## config.mk

```make
export PLATFORM = sky130hd
export DESIGN_NAME = pipe_front_regs
export DESIGN_NICKNAME = d
export VERILOG_FILES = /design/src/rtl/pipe_front_regs.sv
export SDC_FILE = /design/constraint.sdc
export NUM_CORES = 1
export LEC_CHECK = 0
export BUFFER_PORTS_ARGS = -buffer_cell sky130_fd_sc_hd__buf_2
export CAP_MARGIN = 20
export CORE_MARGIN = 2
export CORE_UTILIZATION = 28
export DETAILED_ROUTE_END_ITERATION = 6
export GPL_ROUTABILITY_DRIVEN = 1
export GPL_TIMING_DRIVEN = 0
export PLACE_DENSITY = 0.56
export SETUP_SLACK_MARGIN = 0.15
export SYNTH_ARGS = -nofsm -noshare
export SYNTH_HDL_FRONTEND = slang
export SYNTH_SLANG_ARGS = --single-unit
export TNS_END_PERCENT = 20
```

## constraint.sdc

```tcl
create_clock -name clk -period 2.35 [get_ports clk]
set_input_delay 0.235 -clock clk [delete_from_list [all_inputs] [get_ports clk]]
set_output_delay 0.235 -clock clk [all_outputs]
set_load 0.01 [all_outputs]
```

## src/rtl/pipe_front_regs.sv

```systemverilog
// Front-end pipeline registers: fetch PC, IF/ID and ID/EX, with stall/flush/redirect handling.
// Optional macro PIPE_PERF_CNT_EN adds saturating stall and bubble counters.
module pipe_front_regs #(
  parameter logic [31:0] RESET_PC = 32'h0000_0000,
  parameter int          CTRL_W   = 10
) (
  input  logic              clk,
  input  logic              reset,
  input  logic              StallF,
  input  logic              StallD,
  input  logic              FlushE,
  input  logic              PCSrcD,
  input  logic              JumpD,
  input  logic [31:0]       PCBranchD,
  input  logic [31:0]       PCJumpD,
  input  logic [31:0]       InstrF,
  output logic [31:0]       PCF,
  output logic [31:0]       InstrD,
  output logic [31:0]       PCPlus4D,
  output logic              ValidD,
  input  logic [CTRL_W-1:0] CtrlD,
  input  logic [31:0]       RD1D,
  input  logic [31:0]       RD2D,
  input  logic [31:0]       SignImmD,
  input  logic [4:0]        RsD,
  input  logic [4:0]        RtD,
  input  logic [4:0]        RdD,
  output logic [CTRL_W-1:0] CtrlE,
  output logic [31:0]       RD1E,
  output logic [31:0]       RD2E,
  output logic [31:0]       SignImmE,
  output logic [4:0]        RsE,
  output logic [4:0]        RtE,
  output logic [4:0]        RdE,
  output logic              ValidE
`ifdef PIPE_PERF_CNT_EN
  ,
  output logic [31:0]       StallCnt,
  output logic [31:0]       BubbleCnt
`endif
);

  function automatic logic [31:0] pcInc(input logic [31:0] pc);
    return pc + 32'd4;
  endfunction

  function automatic logic [31:0] satInc(input logic [31:0] cnt);
    return (cnt == 32'hFFFF_FFFF) ? cnt : cnt + 32'd1;
  endfunction

  logic [31:0]       pcF_p0;
  logic [31:0]       instrD_p1;
  logic [31:0]       pcPlus4D_p1;
  logic              vld_p1;
  logic [CTRL_W-1:0] ctrlE_p2;
  logic [31:0]       rd1E_p2;
  logic [31:0]       rd2E_p2;
  logic [31:0]       signImmE_p2;
  logic [4:0]        rsE_p2;
  logic [4:0]        rtE_p2;
  logic [4:0]        rdE_p2;
  logic              vld_p2;

  logic redirectD;
  assign redirectD = PCSrcD | JumpD;

  // Fetch stage: PC register
  always_ff @(posedge clk) begin
    if (reset) begin
      pcF_p0 <= RESET_PC;
    end else if (!StallF) begin
      pcF_p0 <= JumpD ? PCJumpD : (PCSrcD ? PCBranchD : pcInc(pcF_p0));
    end
  end

  // IF/ID boundary: a stall outranks the squash so a stalled branch is not lost
  always_ff @(posedge clk) begin
    if (reset) begin
      instrD_p1   <= '0;
      pcPlus4D_p1 <= '0;
      vld_p1      <= 1'b0;
    end else if (StallD) begin
      instrD_p1   <= instrD_p1;
      pcPlus4D_p1 <= pcPlus4D_p1;
      vld_p1      <= vld_p1;
    end else if (redirectD) begin
      instrD_p1   <= '0;
      pcPlus4D_p1 <= '0;
      vld_p1      <= 1'b0;
    end else begin
      instrD_p1   <= InstrF;
      pcPlus4D_p1 <= pcInc(pcF_p0);
      vld_p1      <= 1'b1;
    end
  end

  // ID/EX boundary: flush inserts an all-zero bubble
  always_ff @(posedge clk) begin
    if (reset || FlushE) begin
      ctrlE_p2    <= '0;
      rd1E_p2     <= '0;
      rd2E_p2     <= '0;
      signImmE_p2 <= '0;
      rsE_p2      <= '0;
      rtE_p2      <= '0;
      rdE_p2      <= '0;
      vld_p2      <= 1'b0;
    end else begin
      ctrlE_p2    <= CtrlD;
      rd1E_p2     <= RD1D;
      rd2E_p2     <= RD2D;
      signImmE_p2 <= SignImmD;
      rsE_p2      <= RsD;
      rtE_p2      <= RtD;
      rdE_p2      <= RdD;
      vld_p2      <= vld_p1;
    end
  end

  assign PCF      = pcF_p0;
  assign InstrD   = instrD_p1;
  assign PCPlus4D = pcPlus4D_p1;
  assign ValidD   = vld_p1;
  assign CtrlE    = ctrlE_p2;
  assign RD1E     = rd1E_p2;
  assign RD2E     = rd2E_p2;
  assign SignImmE = signImmE_p2;
  assign RsE      = rsE_p2;
  assign RtE      = rtE_p2;
  assign RdE      = rdE_p2;
  assign ValidE   = vld_p2;

`ifdef PIPE_PERF_CNT_EN
  logic squashD;
  logic bubbleEv;
  assign squashD  = !StallD && redirectD;
  // A flush and a squash in the same cycle are one bubble event
  assign bubbleEv = FlushE | squashD;

  always_ff @(posedge clk) begin
    if (reset) begin
      StallCnt  <= '0;
      BubbleCnt <= '0;
    end else begin
      if (StallD)   StallCnt  <= satInc(StallCnt);
      if (bubbleEv) BubbleCnt <= satInc(BubbleCnt);
    end
  end
`endif

endmodule
```

## Yosys cells after proc, flatten, opt, wreduce, memory -nomap -nowiden

Index checks and enable logic that the tools add are counted.
Widths: inputs -> output; s select.

| operators by class | value |
|---|---|
| mux-type cells | 5 |
| $add $sub $neg | 1 |
| reduce and logical (&&, ||, !) cells | 1 |
| bitwise gates (word level) | 1 |

Operator list:

| cell | number |
|---|---|
| $mux 32 | 4 |
| $add 32x3->32 const B | 1 |
| $logic_or 1x1->1 | 1 |
| $mux 1 | 1 |
| $or 1x1->1 | 1 |

| word-level totals | value |
|---|---|
| bits of input ports | 224 |
| register bits after elaboration | 219 |
| output and inout bits | 219 |

## Longest topological paths before layout

| logic depth | value |
|---|---|
| depth after elaboration | 3 |
| depth in mapped cells | 8 |
| gate-level depth less buffers | 6 |

## Least setup slack after synthesis

OpenSTA, ideal clock, no wires.

| timing path | value |
|---|---|
| path kind | reg2reg |
| start | register pcF_p0[2] (netlist: PCF[2]) |
| end | register pcF_p0[28] (netlist: PCF[28]) |
| path slack | 0.359 ns |
| path buffers | 1 |
| stages on the path, launching flop included | 8 |
| required time | 2.271 ns |
| period minus slack after synthesis | 1.991 ns |
| arrival time | 1.912 ns |
| library setup time | 0.079 ns |
| cells stage by stage | dfxtp_1 > ha_1 > buf_2 > nand2_1 > nor4_4 > nand3_1 > or3_1 > o211ai_1 |

| on the way | value |
|---|---|
| cells in the longest elaborated chain, start to end | 3 |

RTL lines:

| item | line | RTL |
|---|---|---|
| start: declaration | 51 | `logic [31:0] pcF_p0;` |
| start signal: assignment | 72 | `pcF_p0 <= JumpD ? PCJumpD : (PCSrcD ? PCBranchD : pcInc(pcF_p0));` |
| $add 32x3->32 | 44 | `return pc + 32'd4;` |
| $mux 32 (2 in a row) | 72 |  |

No other way between the ends.
A chain may end at the register's enable or synchronous reset.

## Worst setup path in the final report

| timing path | value |
|---|---|
| start | register pcF_p0[8] (netlist: PCF[8]) |
| end | register pcPlus4D_p1[17] (netlist: PCPlus4D[17]) |

| on the way | value |
|---|---|
| cells in the longest elaborated chain, start to end | 2 |

RTL lines:

| item | line | RTL |
|---|---|---|
| $add 32x3->32 | 44 |  |
| $mux 32 | 86 | `end else if (redirectD) begin` |
| end signal: assignment | 84 | `pcPlus4D_p1 <= pcPlus4D_p1;` |
| end signal: assignment | 92 | `pcPlus4D_p1 <= pcInc(pcF_p0);` |
| end: declaration | 53 | `logic [31:0] pcPlus4D_p1;` |

No other way between the ends.

==> metrics.log <==
[metrics] DRT iter0 DRCs: ~450
[metrics] initial antenna violation count: 3
[metrics] status: complete, no violations
[metrics] FF-to-FF setup slack: 0.20 ns
[metrics] DR DRC count: 0
[metrics] Crit. Startpoint: PCF[8]$_SDFFE_PP0N_
[metrics] fraction of power consumed by sequential logic: between 40% and 50%
[metrics] slowest stage cell, crit path: sky130_fd_sc_hd__nor3_1
[metrics] worst skew pair latency: 0.53 ns
[metrics] share of synthesized area occupied by flip-flops and latches: roughly 55%
[metrics] Filler Cells Inserted: 2709
[metrics] Synth area leaders: sky130_fd_sc_hd__dfxtp_1 (55%), sky130_fd_sc_hd__and2_1 (9.6%), sky130_fd_sc_hd__nor2_1 (5.2%), sky130_fd_sc_hd__a21oi_1 (3.5%), sky130_fd_sc_hd__a22o_1 (3.0%)
[metrics] total track usage: 21.9%
[metrics] number of enable-type register cells in the synthesized netlist: 0
[metrics] via count: 8427
[metrics] Root Buffer Master: sky130_fd_sc_hd__clkbuf_16
[metrics] largest fanout of any net on the critical path: 8
[metrics] Sequential Area: 4390 um2
[metrics] Layout Cell Area excl Fill: between 10000 and 15000 um2
[metrics] ratio of cells with drive above 1 in the final layout: between 30% and 40%
[metrics] capturing instance or port of the critical path: PCPlus4D[17]$_SDFFE_PP0N_
[metrics] number of endpoints with negative hold slack in the final report: 0
[metrics] final critical-path share of the clock period: between 90% and 100%
[metrics] CTS Buffer Depth: 3
[metrics] internal power: slightly below 7 mW
[metrics] type of the worst min-delay path: primary input to flip-flop
[metrics] count of buffer and inverter cells on the critical path: 2
[metrics] routed len/inst: 18.3 um
[metrics] final-report setup violation count: 0
[metrics] number of nets with antenna violations after routing: 0
[metrics] GP Congestion: 0.890
[metrics] clock skew: slightly below 0.009 ns
[metrics] total of flip-flops plus latches after synthesis: 219
[metrics] area inside the core boundary: 27900 um2
[metrics] leading area contributor after synthesis: sky130_fd_sc_hd__dfxtp_1
[metrics] P_sw: 2.21 mW
[metrics] number of distinct library cells after synthesis: 51
[metrics] slew at the pin with the worst max-slew slack: approximately 0.97 ns
[metrics] cell count along the critical path: 7
[metrics] worst path arrival time: 2.57 ns
[metrics] synthesized instance count: 852
[metrics] Crit Reg-Reg Startpoint: PCF[8]$_SDFFE_PP0N_
[metrics] setup repair after global routing missed its margin: yes
[metrics] post-synth top area share: a little under three fifths
[metrics] clock-pin slew on the worst setup and hold paths: approximately 0.060 ns
[metrics] vias in the first global route: 8425
[metrics] I/O Buffers: 441
[metrics] Post-Route WL: 33.8 mm
[metrics] sum of net half-perimeters after detailed placement: ~25 mm
[metrics] kind of end point of the critical path: flip-flop
[metrics] ys flop type: sky130_fd_sc_hd__dfxtp_1
[metrics] headroom to the max-slew limit: a little over a third
[metrics] netlist area before placement: 7960 um2
[metrics] PwrDens: 713 nW/um2
[metrics] Total Power Consumption: between 9 and 10 mW
[metrics] power share of the clock group: 45.0%
[metrics] cell count after placement: between 1500 and 2000
[metrics] worst-path cell chain: buf_2 -> nand3_1 -> or2_2 -> clkbuf_1 -> nor3_1 -> xor2_1 -> a22o_1
[metrics] leakage power total: 6.08 nW
[metrics] CP Data Required Time: between 2 and 3 ns
[metrics] total nets after synthesis: 1077
[metrics] Comb power frac: 11.6%
[metrics] peak supply drop: 0.000590 V
[metrics] total area of multi-input combinational cells: about 3300 um2
[metrics] synthesized area per cell: 9.34 um2
[metrics] clk sink count: 219
[metrics] area grow syn2layout: 61.0%
[metrics] clock tree from TritonCTS: done
[metrics] endpoint of the worst-slack reg-to-reg timing path: PCPlus4D[17]$_SDFFE_PP0N_
[metrics] max-slew violations: 0
[metrics] placement-stage cell area: roughly 11000 um2
[metrics] first-pass GRT wire length: 50.9 mm
[metrics] achievable clock frequency: 0.465 GHz
[metrics] number of warning messages in the yosys log: 0
[metrics] CP Launch Type: flip-flop
[metrics] worst reg-to-reg path cell count: 7
[metrics] I/O pin cnt: ~440
[metrics] number of nets in the layout: 1674
[metrics] share of async-settable or async-resettable flops after synthesis: 0%
[metrics] final period demand of the worst path: roughly 2.1 ns
[metrics] Starting Density: about 29%
[metrics] maximum number of pins on one net before global-route repair: 13
[metrics] Hold Worst Slack: 0.0280 ns
[metrics] Top Family by Delay on Critical Path: simple AND/OR/NAND/NOR gates
[metrics] total CTS buffers: 26
[metrics] H-tree levels: 1
[metrics] reported max-cap violation count: 0
[metrics] global-route congestion overflow total: 0
[metrics] proportion of total power due to net switching: 24.2%
[metrics] number of placement rows: 61
[metrics] via count normalized by instance count: 4.56
[metrics] first drt pass iteration count: 4
[metrics] Horiz. Die Dim: roughly 170 um
[metrics] area enclosed by the die boundary: around 30000 um2
[metrics] Crit path largest cell delay: between 0.3 and 0.4 ns
[metrics] Cell Count, Final, Fillers Out: 1847
[metrics] kind of critical path: flip-flop to flip-flop
[metrics] die extent in y: 173 um
-- state kept, by name, summed over array words and instances (netlist names), 10 cells and up --
register and flops:
SignImmE 32, InstrD 32, PCF 32, PCPlus4D 32, CtrlE 10, RD2E 32
RD1E 32
-- tightest hold or removal path, stage by stage --
cell and delay, ns:
sky130_fd_sc_hd__buf_2 0.08, sky130_fd_sc_hd__a222oi_1 0.08, sky130_fd_sc_hd__o32ai_1 0.11
-- kinds of logic after synthesis --
kind of cell / share of synthesized area [%]
AOI/OAI and AO/OA: 15.0
xor gates and xnor gates: 3.08
adders and majority gates: 0.157
buffers and inverters: 3.46
DFF: 55.1
muxes: 0.252
and+or+nand+nor: 23.0
-- metrics by stage --
step                      TNS (ns)  utilization [%]  setup slack [ns]
after floorplan                  0                -             0.359
after global placement       -1.20             38.2            -0.156
after detailed placement     -1.34             38.2            -0.156
after CTS                        0             45.9             0.177
after global routing             0             46.0            0.0275
final                            0             46.0             0.201
-- layout by cell type, fill, tap and decap left out, drive strengths merged, types with 5 or more instances in the layout --
master | netlist | final
buf | 6 | 451
dfxtp | 219 | 219
dlygate4sd3 | 0 | 123
and2 | 122 | 122
nor2 | 110 | 110
clkbuf | 55 | 93
nand2 | 57 | 57
a21oi | 56 | 56
a22o | 27 | 27
xnor2 | 24 | 24
o21ai | 21 | 21
nand3 | 17 | 17
a22oi | 14 | 14
nor3 | 11 | 11
inv | 10 | 10
nand4 | 10 | 10
o211ai | 8 | 8
and3 | 7 | 7
o31ai | 6 | 6
clkinv | 1 | 6
or3 | 5 | 5
a222oi | 5 | 5
-- what timing repair did --
item / CTS / global route
endpoints found under the hold margin: 123 / 0
gates resized for setup: 2 / 5
gates cloned: 0 / 0
pin swaps: 1 / 1
endpoints found under the setup margin: 15 / 24
buffers inserted: 3 / 2
hold buffers: 123 / 0
-- per-layer routing --
| metal | vias to the layer above | routed length, um | GRT usage, % |
|---|---|---|---|
| met3 | 64 | 2720 | 5.67 |
| li1 | 4099 | - | - |
| met1 | 3876 | 13800 | 26.3 |
| met5 | - | 13 | 0 |
| met2 | 386 | 16300 | 38.2 |
| met4 | 2 | 975 | 7.37 |
-- final cells by class --
cell class                      instances  area share (%)
Inverter                               11           0.322
Timing Repair Buffer                  569            27.2
Multi-Input combinational cell        561            25.9
Buffer                                 61            1.85
Tap cell                              378            3.69
Sequential cell                       219            34.3
Antenna cell                            2          0.0391
Clock inverter                          9           0.957
Clock buffer                           37            5.88
-- Yosys cell counts (all sizes together), types with 5 or more instances --
library cell / number
buf: 6
o211ai: 8
nand2: 57
o21ai: 21
a22oi: 14
a21oi: 56
dfxtp: 219
xnor2: 24
nand4: 10
nand3: 17
o31ai: 6
and3: 7
clkbuf: 55
a22o: 27
nor3: 11
a222oi: 5
or3: 5
nor2: 110
inv: 10
and2: 122
-- how the worst min path moves through the flow --
stage / from / to / cells past startpoint
floorplan: CtrlD[0] / CtrlE[0]$_SDFF_PP0_ / 1
detailed placement: SignImmD[22] / SignImmE[22]$_SDFF_PP0_ / 2
global placement: CtrlD[2] / CtrlE[2]$_SDFF_PP0_ / 2
finish: PCJumpD[13] / PCF[13]$_SDFFE_PP0N_ / 3
CTS: PCJumpD[22] / PCF[22]$_SDFFE_PP0N_ / 3
global route: PCJumpD[22] / PCF[22]$_SDFFE_PP0N_ / 3
-- power groups by stage --
stage / logic, mW / clock network (mW) / registers [mW]
floorplan: 0.339 / 0 / 4.09
global placement: 0.889 / 0 / 4.03
detailed placement: 0.890 / 0 / 4.03
CTS: 1.06 / 4.19 / 3.95
global route: 1.15 / 4.35 / 3.97
finish: 1.06 / 4.11 / 3.96
Note: power is estimated with default switching activity, not from simulation.
